[src/rtl/l2_line_responder_if.sv]
// ============================================================================
// Module   : l2_line_responder_if
// Purpose  : L1-side line request bus plus word-wide backing-memory bus.
// Revision : 1.0
// ============================================================================
`default_nettype none

interface l2_line_responder_if;
  logic         L2_read;
  logic         L2_write;
  logic [15:0]  L2_address;
  logic [127:0] L2_wdata;
  logic [127:0] L2_rdata;
  logic         L2_resp;
  logic [15:0]  pmem_address;
  logic [15:0]  pmem_wdata;
  logic [15:0]  pmem_rdata;
  logic         pmem_read;
  logic         pmem_write;
  logic         pmem_resp;

  // Responder view: serves L1 line requests, drives the word memory.
  modport slave (
    input  L2_read, L2_write, L2_address, L2_wdata, pmem_rdata, pmem_resp,
    output L2_rdata, L2_resp, pmem_address, pmem_wdata, pmem_read, pmem_write
  );

  // Environment view: the L1 requester together with the backing memory.
  modport master (
    output L2_read, L2_write, L2_address, L2_wdata, pmem_rdata, pmem_resp,
    input  L2_rdata, L2_resp, pmem_address, pmem_wdata, pmem_read, pmem_write
  );
endinterface

`default_nettype wire

[src/rtl/l2_line_responder.sv]
// ============================================================================
// Module   : l2_line_responder
// Purpose  : Splits 128-bit line reads/writebacks into eight 16-bit memory beats.
// Revision : 1.0
// ============================================================================
`default_nettype none

module l2_line_responder (
  input  logic              clk,
  input  logic              reset,
  l2_line_responder_if.slave bus
);

  typedef enum logic [1:0] {
    IDLE       = 2'd0,
    READ_BEAT  = 2'd1,
    WRITE_BEAT = 2'd2,
    RESPOND    = 2'd3
  } state_t;

  state_t       r_state;
  state_t       w_next_state;
  logic [2:0]   r_beat;
  logic [15:0]  r_base;
  logic [127:0] r_wbuf;
  logic [127:0] r_rdata;
  logic [6:0]   w_word_lsb;

  assign w_word_lsb = {r_beat, 4'h0};

  always_ff @(posedge clk or posedge reset) begin
    if (reset) begin
      r_state <= IDLE;
    end else begin
      r_state <= w_next_state;
    end
  end

  always_comb begin
    w_next_state     = r_state;
    bus.pmem_read    = 1'b0;
    bus.pmem_write   = 1'b0;
    bus.L2_resp      = 1'b0;
    bus.pmem_address = r_base + {12'd0, r_beat, 1'b0};
    bus.pmem_wdata   = r_wbuf[w_word_lsb +: 16];
    case (r_state)
      IDLE: begin
        // A simultaneous read+write request is treated as a writeback.
        if (bus.L2_write) begin
          w_next_state = WRITE_BEAT;
        end else if (bus.L2_read) begin
          w_next_state = READ_BEAT;
        end
      end
      READ_BEAT: begin
        bus.pmem_read = 1'b1;
        if (bus.pmem_resp && (r_beat == 3'd7)) begin
          w_next_state = RESPOND;
        end
      end
      WRITE_BEAT: begin
        bus.pmem_write = 1'b1;
        if (bus.pmem_resp && (r_beat == 3'd7)) begin
          w_next_state = RESPOND;
        end
      end
      RESPOND: begin
        bus.L2_resp  = 1'b1;
        w_next_state = IDLE;
      end
      default: w_next_state = IDLE;
    endcase
  end

  always_ff @(posedge clk or posedge reset) begin
    if (reset) begin
      r_beat  <= 3'd0;
      r_base  <= 16'd0;
      r_wbuf  <= 128'd0;
      r_rdata <= 128'd0;
    end else begin
      case (r_state)
        IDLE: begin
          if (bus.L2_write || bus.L2_read) begin
            r_base <= {bus.L2_address[15:4], 4'h0};
            r_beat <= 3'd0;
          end
          if (bus.L2_write) begin
            r_wbuf <= bus.L2_wdata;
          end
        end
        READ_BEAT: begin
          if (bus.pmem_resp) begin
            r_rdata[w_word_lsb +: 16] <= bus.pmem_rdata;
            if (r_beat != 3'd7) begin
              r_beat <= r_beat + 3'd1;
            end
          end
        end
        WRITE_BEAT: begin
          if (bus.pmem_resp && (r_beat != 3'd7)) begin
            r_beat <= r_beat + 3'd1;
          end
        end
        default: begin
        end
      endcase
    end
  end

  assign bus.L2_rdata = r_rdata;

endmodule

`default_nettype wire
[src/flat_wrapper.sv]
// flat-port wrapper written by rule: the top's interface ports become plain ports
module l2_line_responder_flat 
  (clk, reset, bus_L2_read, bus_L2_write, bus_L2_address, bus_L2_wdata, bus_pmem_rdata, bus_pmem_resp, bus_L2_rdata, bus_L2_resp, bus_pmem_address, bus_pmem_wdata, bus_pmem_read, bus_pmem_write);
  l2_line_responder_if bus_i ();
  input  logic clk;
  input  logic reset;
  input wire logic [$bits(bus_i.L2_read)-1:0] bus_L2_read;
  input wire logic [$bits(bus_i.L2_write)-1:0] bus_L2_write;
  input wire logic [$bits(bus_i.L2_address)-1:0] bus_L2_address;
  input wire logic [$bits(bus_i.L2_wdata)-1:0] bus_L2_wdata;
  input wire logic [$bits(bus_i.pmem_rdata)-1:0] bus_pmem_rdata;
  input wire logic [$bits(bus_i.pmem_resp)-1:0] bus_pmem_resp;
  output wire logic [$bits(bus_i.L2_rdata)-1:0] bus_L2_rdata;
  output wire logic [$bits(bus_i.L2_resp)-1:0] bus_L2_resp;
  output wire logic [$bits(bus_i.pmem_address)-1:0] bus_pmem_address;
  output wire logic [$bits(bus_i.pmem_wdata)-1:0] bus_pmem_wdata;
  output wire logic [$bits(bus_i.pmem_read)-1:0] bus_pmem_read;
  output wire logic [$bits(bus_i.pmem_write)-1:0] bus_pmem_write;
  assign bus_i.L2_read = bus_L2_read;
  assign bus_i.L2_write = bus_L2_write;
  assign bus_i.L2_address = bus_L2_address;
  assign bus_i.L2_wdata = bus_L2_wdata;
  assign bus_i.pmem_rdata = bus_pmem_rdata;
  assign bus_i.pmem_resp = bus_pmem_resp;
  assign bus_L2_rdata = bus_i.L2_rdata;
  assign bus_L2_resp = bus_i.L2_resp;
  assign bus_pmem_address = bus_i.pmem_address;
  assign bus_pmem_wdata = bus_i.pmem_wdata;
  assign bus_pmem_read = bus_i.pmem_read;
  assign bus_pmem_write = bus_i.pmem_write;
  l2_line_responder u_core (.clk(clk), .reset(reset), .bus(bus_i));
endmodule
[config.mk]
export PLATFORM = sky130hd
export DESIGN_NAME = l2_line_responder_flat
export DESIGN_NICKNAME = d
export VERILOG_FILES = /design/src/rtl/l2_line_responder_if.sv /design/src/rtl/l2_line_responder.sv /design/src/flat_wrapper.sv
export SDC_FILE = /design/constraint.sdc
export NUM_CORES = 1
export LEC_CHECK = 0
export BUFFER_PORTS_ARGS = -buffer_cell sky130_fd_sc_hd__buf_4
export CAP_MARGIN = 20
export CORE_MARGIN = 5
export CORE_UTILIZATION = 38
export CTS_CLUSTER_DIAMETER = 30
export DETAILED_ROUTE_END_ITERATION = 16
export PLACE_DENSITY = 0.64
export SLEW_MARGIN = 20
export SYNTH_ARGS = -nofsm -noshare
export SYNTH_HDL_FRONTEND = slang
export SYNTH_SLANG_ARGS = --single-unit
[constraint.sdc]
create_clock -name clk -period 13.6 [get_ports clk]
set_input_delay 1.36 -clock clk [delete_from_list [all_inputs] [get_ports clk]]
set_output_delay 1.36 -clock clk [all_outputs]
set_load 0.01 [all_outputs]
* Word-level counts from Yosys, hierarchy flattened
Cells that the tools add are included.
Cells by class: reductions and logical operators 11, shifts and indexed selects 3, equal/unequal tests 11, mux-type cells 13, add/subtract/negate cells 3
Operators by type and width (number):
- $bwmux 128 | 1
- $shift 16x9->128 const A | 1
- $shiftx 128x8->16 | 1
- $shiftx 16x9->128 | 1
- $add 16x4->16 | 1
- $mux 3 | 4
- $neg 7->9 | 1
- $pmux 3 s3 | 1
- $ne 2x1->1 const B | 4
- $reduce_and 2->1 | 4
- $mux 2 | 3
- $ne 3x3->1 const B | 2
- $pmux 2 s3 | 1
- $reduce_and 5->1 | 1
- $eq 2x2->1 const B | 2
- $add 3x1->3 const B | 1
- $eq 3x3->1 const B | 1
- $mux 1 | 3
- $reduce_bool 3->1 | 1
- $eq 2x1->1 const B | 1
- $logic_and 1x1->1 | 2
- $logic_not 2->1 | 1
- $ne 2x2->1 const B | 1
- $reduce_or 2->1 | 1
- $logic_or 1x1->1 | 1
Word-level totals: bits in registers 273, input port bits 165, word-level logic and storage cells 46

* Logic depth before layout (Yosys ltp)
Gate-level depths: netlist (run 1).
word-level depth 4, depth in mapped cells 10, mapped depth without buffers 6

* Worst setup path before layout (run 1)
OpenSTA, ideal clock, no wires.
kind register to output, start register u_core.r_beat[0], end output port bus_pmem_wdata[12], buffers on the path 2, data required time 12.240 ns, arrival time 1.691 ns, stages on the path, launching flop included 6, slack 10.549 ns, path through dfrtp_1 -> buf_2 -> buf_4 -> mux4_2 -> nand2_1 -> nand2_1
On the way: longest elaborated chain between the ends 1
RTL lines:
- from (decl) | RTL line l2_line_responder.sv:23 | logic [2:0] r_beat;
- from (signal assigned) | RTL line l2_line_responder.sv:96 | r_beat <= r_beat + 3'd1;
- from (signal assigned) | RTL line l2_line_responder.sv:102 | r_beat <= r_beat + 3'd1;
- $shiftx 128x8->16 | RTL line l2_line_responder.sv:45 | bus.pmem_wdata = r_wbuf[w_word_lsb +: 16];
- to (decl) | RTL line flat_wrapper.sv:16 | output wire logic [$bits(bus_i.pmem_wdata)-1:0] bus_pmem_wdata;
No other way between the ends.

* Final worst setup path (run 1)
start register u_core.r_beat[2], end output port bus_pmem_wdata[9]
The elaborated chain is that of the path after synthesis.

==> results of run 1 <==
[path summary, 6_finish.rpt]
check                                    from                       end  depth (start not counted)
setup / recovery             u_core.r_beat[2]         bus_pmem_wdata[9]                          4
hold / removal             u_core.r_wbuf[103]        u_core.r_wbuf[103]                          1
setup reg to reg             u_core.r_beat[2]  u_core.bus.L2_rdata[114]                          5
hold reg to reg            u_core.r_wbuf[103]        u_core.r_wbuf[103]                          1
max in group asynchronous               reset         u_core.r_wbuf[70]                          3
min in group asynchronous               reset         u_core.r_wbuf[18]                          2
[sequential cells by signal, summed over array words and instances, names as in the netlist]
signal,cells
u_core.r_beat,3
u_core.r_wbuf,128
u_core.r_state,2
u_core.bus.L2_rdata,128
u_core.r_base,12
[logic make-up (layout without fill, tap and decap cells)]
kind of cell	count (synthesis)	count (layout)	synth area share, %
fa+ha+maj	11	11	1.209
other cells	1	1	0.03295
compound gates	4	4	0.1979
flops	273	273	60.03
simple gates	74	74	3.353
buf+inv	42	452	1.803
mux	306	306	33.38
[power groups by stage]
stage | logic [mW] | clock network [mW] | registers, mW
after floorplan | 0.766 | 0 | 1.43
after global placement | 1.39 | 0 | 1.40
after detailed placement | 1.41 | 0 | 1.41
after CTS | 1.42 | 1.54 | 1.41
after global routing | 1.51 | 1.59 | 1.45
final | 1.39 | 1.52 | 1.41
[area by class of cell]
class | count | area (µm²) | area share (%)
clock inverter | 27 | 361.6 | 2.204
multi-input combinational | 396 | 4352 | 26.52
tap | 390 | 488.0 | 2.974
sequential | 273 | 6834 | 41.65
inverter | 6 | 30.03 | 0.1830
timing repair buffer | 330 | 2509 | 15.29
clock buffer | 89 | 1834 | 11.18
[cell usage in the layout (no fill, tap or decap), types with 8 or more instances in the layout]
| cell | n |
|---|---|
| dfrtp_1 | 271 |
| clkbuf_8 | 16 |
| clkbuf_16 | 63 |
| ha_1 | 11 |
| nand2_1 | 53 |
| mux4_2 | 32 |
| buf_4 | 327 |
| bufinv_16 | 8 |
| mux2_2 | 268 |
| clkinv_2 | 10 |
| clkbuf_1 | 10 |
[per-layer routing]
layer / routed length [µm] / share of wire, %
met3: 3086 / 10
met4: 573 / 1.9
met1: 12050 / 40
met2: 14580 / 48
met5: 0 / 0
[per-stage QoR]
step           setup WS, ps  area (µm²)  instances
6_report               9460       16410       1511
3_3_place_gp           9439       14170       1393
4_1_cts                9307       16360       1509
3_5_place_dp           9373       14170       1393
5_1_grt                9159       16410       1511
2_1_floorplan          4716       11380        711
==> metrics.yaml, run 1 <==
drc: 0
num_vias: 7325
numPortBuffers: 322
die_h_um: 183.1
synth_edf_count: 0
fmax_mhz: 241.5
ctsHtreeMaxLevel: 2
synth_fp_nets: 887
fill_cells: 2485
r2r_slack_ps: 9660
grt_pass1_vias: 8072
path_buf_inv: 2
utilization_pct: 55.36
row_count: 63
hold_viol: 0
cts_resized: 0
die_area_mm2: 0.03351
p_clk_share_pct: 35.2
cts_setup_buffers: 0
grt_pass1_wl_um: 47020
numCtsBuffers: 61
use_met1_pct: 21.92
dpl.hpwl_um: 21160
dr.first_iter.drc_count: 209
clock-root-buffer: "clkbuf_16"
cp_top_family: "flip-flops"
clkTransAtPathRegs_ps: 50
synthFlopType: "dfrtp_1"
leakagePower_nw: 8.014
overflow: 0
drive_above_1_share_pct: 66.55
synthTopCellsByArea: "dfrtp_1 60%, mux2_2 27%, mux4_2 6.3%"
worst_pin_slew_ps: 1073
arrival_ps: 2780
relSlewSlack_pct: 28.49
final-setup-viol-count: 0
ys_types: 31
fin_setup_tns_ps: 0
postSynthCellCount: 711
async_flop_share_pct: 100.0
nets: 1244
end_kind: "primary output"
ys_ff_latch: 273
rsz0062_at_grt: "false"
synth_top_area_share_pct: 60.03
period_minus_slack_ps: 4140
ys_warn_count: 0
diodes: 0
clockBufferDepth: 3
hold_class: "reg2reg"
grt_use_met3_pct: 7.616
clock_skew_ps: 10.24
fp.dieW_um: 183.1
p_sw_mw: 1.232
grt_max_degree: 123
required_ps: 12240
wl_um: 30290
ant_nets: 0
critPathLaunchType: "flop"
synthTopCellsByCount: "273 x dfrtp_1, 268 x mux2_2, 54 x nand2_1"
cap_violations: 0
cp_max_fo: 20
syn_area_mm2: 0.01138
power_density_mw_per_mm2: 262.9
slowest_delay_ps: 920
vdd_drop_max_mv: 0.1274
seq_power_share_pct: 32.6
min_period_over_period_pct: 30.44
p_comb_share_pct: 32.2
hold_buffers: 0
top_usage_layer: "met2"
critPathMostFrequentCell: "nand2_1"
crit_chain: "clkinv_1 > nand2_1 > nand2_1 > buf_4"
io_pins: 328
initial_core_util_pct: 38.40
swShare_pct: 28.56
drt-wirelength-per-cell_um: 20.05
core_area_mm2: 0.02964
synth_most_common_cell: "dfrtp_1"
antenna_found_initial: 0
slew_violations: 0
met2_usage_pct: 29.26
hold_ws_ps: 496.0
cts_sinks: 273
clk_latency_ps: 560
total_power_mw: 4.314
areaGrowthSynthToFinish_pct: 44.17
synth_seq_area_share_pct: 60.03
first_pass_iters: 4
syn-mean-instance-area_um2: 16.01
p_int_mw: 3.082
gp_congestion: 0.7368
path_class: "reg2out"
cts_tree: "yes"
yosysTopAreaCell: "dfrtp_1"
status: "completed"
grt_use_total_pct: 17.89
slowest_stage: "dfrtp_1"
detail_route.vias_per_cell: 4.848
Power figures use the tool's default switching activity.
==> run 2: changes to the inputs <==
--- a/config.mk
+++ b/config.mk
@@ -5,13 +5,14 @@
 export SDC_FILE = /design/constraint.sdc
 export NUM_CORES = 1
 export LEC_CHECK = 0
+export ABC_AREA = 1
 export BUFFER_PORTS_ARGS = -buffer_cell sky130_fd_sc_hd__buf_4
 export CAP_MARGIN = 20
 export CORE_MARGIN = 5
 export CORE_UTILIZATION = 38
 export CTS_CLUSTER_DIAMETER = 30
 export DETAILED_ROUTE_END_ITERATION = 16
-export PLACE_DENSITY = 0.64
+export PLACE_DENSITY = 0.63
 export SLEW_MARGIN = 20
 export SYNTH_ARGS = -nofsm -noshare
 export SYNTH_HDL_FRONTEND = slang
==> constraint.sdc (replaced) <==
create_clock -name clk -period 4.2 [get_ports clk]
set_input_delay 0.42 -clock clk [delete_from_list [all_inputs] [get_ports clk]]
set_output_delay 0.42 -clock clk [all_outputs]
set_load 0.01 [all_outputs]
==> metrics.yaml, run 2 <==
status: "completed"
total_power_mw: 14.46  # +240%
pre_cts_slack_ps: 1220  # -8153 ps
areaGrowthSynthToFinish_pct: 40.48
leakagePower_nw: 9.539  # +19%
p_sw_mw: 5.143  # +320%
layoutNonFillerInstCount: 2365  # +57%
ctsHtreeMaxLevel: 3  # +1
ys_ff_latch: 273  # unchanged
ant_nets: 0  # unchanged
layout_common_cells: "518 x nand2_1, 333 x buf_4, 272 x dfrtp_1"
clock-root-buffer: "clkbuf_16"
critPathLaunchType: "flop"
num_vias: 11310  # +54%
dr.first_iter.drc_count: 719  # +240%
clockBufferDepth: 3  # unchanged
overflow: 0  # unchanged
grt_max_degree: 108  # -12%
grt_pass1_wl_um: 61710  # +31%
synth_top_area_share_pct: 54.66  # -5.4 points
crit_start: "u_core.r_beat[2]"
async_flop_share_pct: 100.0  # unchanged
drive_above_1_share_pct: 25.01  # -42 points
path_class: "reg2reg"
numCtsBuffers: 67  # +9.8%
synthAdderAreaFrac_pct: 1.101  # -0.11 points
hold_ws_ps: 128.5  # -367.5 ps
period_minus_slack_ps: 2955
synthTopCellsByArea: "dfrtp_1 55%, nand2_1 16%, a21oi_1 5.2%"
fin_setup_tns_ps: 0  # unchanged
swShare_pct: 35.58  # +7.0 points
cp_max_fo: 21  # +5.0%
worst_pin_slew_ps: 984.0  # -88.63 ps
p_comb_share_pct: 34.1  # +1.9 points
wl_um: 39650  # +31%
synth_seq_area_share_pct: 54.66  # -5.4 points
drc: 0  # unchanged
synth_most_common_cell: "nand2_1"
arrival_ps: 3370  # +590 ps
p_int_mw: 9.313  # +200%
synth_mux_area_share_pct: 0  # -33 points
end_kind: "flop"
seq_power_share_pct: 28.3  # -4.3 points
clkTransAtPathRegs_ps: 50  # about the same
utilization_pct: 53.96  # -1.4 points
synth_top_family_by_area: "simple AND/OR/NAND/NOR gates"
die_h_um: 191.4  # +4.5%
regArea_mm2: 0.006833  # about the same
cts_sinks: 273  # unchanged
syn_area_mm2: 0.01250  # +9.8%
r2r_start: "u_core.r_beat[2]"
min_period_over_period_pct: 70.37
hold_viol: 0  # unchanged
detail_route.vias_per_cell: 4.784  # -1.3%
final-setup-viol-count: 0  # unchanged
vdd_drop_max_mv: 0.4150  # +230%
fp.dieW_um: 191.4  # +4.5%
nets: 2047  # +65%
antenna_found_initial: 0  # unchanged
setup_ws_ps: 1245  # -8215 ps
cts_tree: "yes"
cap_violations: 0  # unchanged
slew_violations: 0  # unchanged
synth_edf_count: 0  # unchanged
synthTopCellsByCount: "519 x nand2_1, 273 x dfrtp_1, 168 x inv_1"
diodes: 0  # unchanged
syn-mean-instance-area_um2: 8.053  # -50%
synthXorXnorAreaFrac_pct: 0  # unchanged
place_area_mm2: 0.01514  # +6.9%
power_density_mw_per_mm2: 823.4  # +210%
ys_warn_count: 0  # unchanged
drt-wirelength-per-cell_um: 16.77  # -16%
required_ps: 4620  # -7620 ps
multiInputGateArea_mm2: 0.004514  # +3.7%
p_clk_share_pct: 37.6  # +2.4 points
yosys.area_share.simple_pct: 27.85  # +24 points
core_area_mm2: 0.03254  # +9.8%
fmax_mhz: 338.4
dpl.cell_count: 2243  # +61%
hold_class: "in2reg"
hp-start: "bus_L2_wdata[29]"
initial_core_util_pct: 38.41  # about the same
fill_cells: 3077  # +24%
grt_use_total_pct: 21.27  # +3.4 points
final_area_mm2: 0.01756  # +7.0%
gp_congestion: 0.8646  # +17%
cts_setup_buffers: 0  # unchanged
die_area_mm2: 0.03662  # +9.3%
rsz0062_at_grt: "false"
final_common_cell: "nand2_1"
numPortBuffers: 322  # unchanged
io_pins: 328  # unchanged
postSynthCellCount: 1552  # +120%
relSlewSlack_pct: 34.21  # +5.7 points
clock_skew_ps: 26.01  # +15.77 ps
grt_pass1_vias: 11410  # +41%
row_count: 66  # +4.8%
synth-compound-area-share_pct: 7.048  # +6.8 points
dpl.hpwl_um: 27210  # +29%
first_pass_iters: 5  # +1
synthFlopType: "dfrtp_1"
synth_fp_nets: 1728  # +95%
yosysTopAreaCell: "dfrtp_1"
clk_latency_ps: 540  # -20 ps
ys_types: 25  # -19%
==> run 2: cell count changes after synthesis, moves of 7 or more <==
cell | before | now
nand2_1 | 54 | 519
mux2_2 | 268 | 0
inv_1 | 5 | 168
nor2_1 | 1 | 155
a21oi_1 | 1 | 129
nand3_1 | 5 | 88
nand4_1 | 0 | 43
mux4_2 | 32 | 0
buf_2 | 8 | 34
o21ai_1 | 0 | 26
o21ai_0 | 2 | 21
buf_6 | 1 | 9
inv_2 | 0 | 7
==> run 2: path summary, 6_finish.rpt <==
path,endpoint,slack (ps),cells after the start
min reg2reg,u_core.bus.L2_rdata[98],470,2
min in group asynchronous,u_core.bus.L2_rdata[87],370,3
max,u_core.bus.L2_rdata[81],1240,7
min,u_core.r_wbuf[29],130,3
max in group asynchronous,u_core.bus.L2_rdata[112],2910,4
max reg2reg,u_core.bus.L2_rdata[81],1240,7
==> run 2: timing repair <==
| item | in CTS | in global routing |
|---|---|---|
| hold buffers | 1 | 0 |
| gates resized for setup | 0 | 0 |
| endpoints found under the hold margin | 3 | 0 |
==> run 2: cells by family after synthesis <==
| logic type | count (synthesis) |
|---|---|
| simple gates | 826 |
| flops | 273 |
| fa+ha+maj | 11 |
| compound gates | 176 |
| buf+inv | 265 |
| other cells | 1 |
==> run 2: critical path, stage by stage (launching register included) <==
cell and delay (ps):
dfrtp_1 350, buf_4 210, inv_4 230, ha_1 270, buf_4 230, inv_2 340
nand3_1 800, o21ai_1 400
==> run 2: cell type report <==
class / instances / area share [%]
sequential: 273 / 38.92
inverter: 178 / 3.862
clock buffer: 88 / 10.70
tap: 442 / 3.150
timing repair buffer: 337 / 14.64
multi-input combinational: 1014 / 25.71
clock inverter: 33 / 3.029
==> run 2: power groups by stage <==
stage	Sequential, mW	Clock (mW)	Combinational, mW
2_1_floorplan	4.23	0	2.84
3_5_place_dp	4.12	0	4.96
5_1_grt	4.20	5.68	5.50
3_3_place_gp	4.09	0	4.87
4_1_cts	4.09	5.52	4.99
6_report	4.09	5.44	4.93
==> run 2: per-layer routing <==
layer / GRT usage, % / vias up / wire, µm
li1: - / 5479 / -
met4: 7.210 / 0 / 915
met3: 5.497 / 63 / 3393
met2: 35.05 / 408 / 18890
met1: 27.35 / 5363 / 16460
met5: 0 / - / 0
==> run 3: changes to the inputs <==
--- a/config.mk
+++ b/config.mk
@@ -5,14 +5,14 @@
 export SDC_FILE = /design/constraint.sdc
 export NUM_CORES = 1
 export LEC_CHECK = 0
-export ABC_AREA = 1
+export ABC_AREA = 0
 export BUFFER_PORTS_ARGS = -buffer_cell sky130_fd_sc_hd__buf_4
 export CAP_MARGIN = 20
 export CORE_MARGIN = 5
 export CORE_UTILIZATION = 38
 export CTS_CLUSTER_DIAMETER = 30
 export DETAILED_ROUTE_END_ITERATION = 16
-export PLACE_DENSITY = 0.63
+export PLACE_DENSITY = 0.64
 export SLEW_MARGIN = 20
 export SYNTH_ARGS = -nofsm -noshare
 export SYNTH_HDL_FRONTEND = slang
==> constraint.sdc (replaced) <==
create_clock -name clk -period 2.9 [get_ports clk]
set_input_delay 0.29 -clock clk [delete_from_list [all_inputs] [get_ports clk]]
set_output_delay 0.29 -clock clk [all_outputs]
set_load 0.01 [all_outputs]
==> metrics.yaml, run 3 (synthesis results as in run 1) <==
overflow: 0  # unchanged
slowest_delay_ps: 600  # -200 ps
critPathLaunchType: "flop"
cts_sinks: 273  # unchanged
setup_ws_ps: 227.7  # -1017 ps
drt-wirelength-per-cell_um: 19.46  # +16%
status: "completed"
die_area_mm2: 0.03351  # -8.5%
period_minus_slack_ps: 2672
slew_violations: 0  # unchanged
die_h_um: 183.1  # -4.3%
final_area_mm2: 0.01789  # +1.9%
arrival_ps: 2380  # -990 ps
final-setup-viol-count: 0  # unchanged
leakagePower_nw: 8.637  # -9.5%
path_buf_inv: 2  # -2
cts_setup_buffers: 0  # unchanged
fmax_mhz: 374.2
crit_start: "u_core.r_beat[0]"
hold_ws_ps: 36.18  # -92.33 ps
drive_above_1_share_pct: 59.75  # +35 points
grt_pass1_wl_um: 50920  # -17%
pre_cts_slack_ps: 330.8  # -888.8 ps
nets: 1402  # -32%
critPathMostFrequentCell: "nand2_1"
final_common_cell: "buf_4"
row_count: 63  # -4.5%
min_period_over_period_pct: 92.15
ff2ff_path_depth: 7  # unchanged
areaGrowthSynthToFinish_pct: 57.19
dr.first_iter.drc_count: 268  # -63%
dpl.hpwl_um: 22130  # -19%
rsz0062_at_grt: "false"
cp_top_family: "multiplexers"
vdd_drop_max_mv: 0.6932  # +67%
crit_chain: "buf_12 > mux4_2 > nand2_1 > nand2_1 > buf_4"
grt_max_degree: 64  # -41%
clk_latency_ps: 560  # +20 ps
layoutNonFillerInstCount: 1664  # -30%
end_kind: "primary output"
layout_common_cells: "339 x buf_4, 271 x dfrtp_1, 268 x mux2_2"
fp.dieW_um: 183.1  # -4.3%
initial_core_util_pct: 38.40  # about the same
place_area_mm2: 0.01445  # -4.6%
clockBufferDepth: 3  # unchanged
ctsHtreeMaxLevel: 2  # -1
numCtsBuffers: 59  # -12%
hold_viol: 0  # unchanged
antenna_found_initial: 1  # +1
hp-start: "bus_pmem_rdata[8]"
relSlewSlack_pct: 55.46  # +21 points
cp_max_fo: 33  # +57%
numPortBuffers: 322  # unchanged
wl_um: 32380  # -18%
grt_pass1_vias: 8954  # -22%
clock_skew_ps: 17.45  # -8.566 ps
clkTransAtPathRegs_ps: 40  # about the same
num_vias: 8021  # -29%
worst_pin_slew_ps: 664.1  # -319.9 ps
clock-root-buffer: "clkbuf_16"
power_density_mw_per_mm2: 1121  # +36%
grt_use_total_pct: 19.19  # -2.1 points
dpl.cell_count: 1414  # -37%
cap_violations: 0  # unchanged
slowest_stage: "mux4_2"
total_power_mw: 20.06  # +39%
cts_tree: "yes"
r2r_start: "u_core.r_beat[0]"
r2r_slack_ps: 340  # -900 ps
required_ps: 2610  # -2010 ps
r2r-end: "u_core.bus.L2_rdata[104]"
path_class: "reg2out"
detail_route.vias_per_cell: 4.820  # +0.77%
hold_class: "in2reg"
core_area_mm2: 0.02964  # -8.9%
ant_nets: 0  # unchanged
holdPathStages: 2  # -1
io_pins: 328  # unchanged
min_to: "u_core.bus.L2_rdata[72]"
drc: 0  # unchanged
first_pass_iters: 4  # -1
gp_congestion: 0.7550  # -13%
[run 3: changes by cell type in the layout (fill, tap and decap cells not counted), sizes merged, moves of 43 or more]
cell         previous run  this run
o21ai                  47         2
a21oi                 129         1
nor2                  162         1
nand4                  43         0
dlygate4sd3             1       141
inv                   177         9
nand3                  96         5
nand2                 525        54
mux2                    0       268
[run 3: where the power goes]
part,total (mW),internal (mW),switching [mW]
logic,6.86,4.01,2.85
registers,6.54,5.59,0.953
clock network,6.66,4.60,2.07
total,20.1,14.2,5.87
[run 3: final cells by class]
type                       instances  area [µm²]
tap                              390       488.0
antenna                            2       5.005
inverter                           6       26.28
clock buffer                      77        1654
sequential                       273        6834
timing repair buffer             490        4156
fill                            2355       11750
clock inverter                    30       370.4
multi-input combinational        396        4355
[run 3: timing repair]
action,4_1_cts,5_1_grt
hold buffers,141,0
resized for setup,0,0
hold endpoints to repair,152,0
[run 3: per-layer routing]
layer / wire [µm] / global-route usage [%]
met1: 12870 / 23.78
met2: 16170 / 32.74
met3: 2552 / 5.514
met4: 789 / 5.900
met5: 0 / 0
[run 3: how the worst max path moves through the flow]
stage | to | cells after the start
after floorplan | u_core.bus.L2_rdata[0] | 1
after global placement | u_core.bus.L2_rdata[99] | 7
after detailed placement | u_core.bus.L2_rdata[102] | 7
after CTS | bus_pmem_wdata[7] | 5
after global routing | bus_pmem_wdata[7] | 5
final | bus_pmem_wdata[12] | 5
[run 3: worst register-to-register path: cells and delay by family, from the launching register on]
kind / cells / cell delay, ps
buf+inv: 2 / 330
mux: 1 / 340
fa+ha+maj: 2 / 560
simple gates: 2 / 690
flops: 1 / 520
[run 3: metrics by stage]
step	TNS, ps	utilization (%)
2_1_floorplan	-272940	-
3_3_place_gp	0	48.74
3_5_place_dp	0	48.74
4_1_cts	0	60.33
5_1_grt	0	60.35
6_report	0	60.36
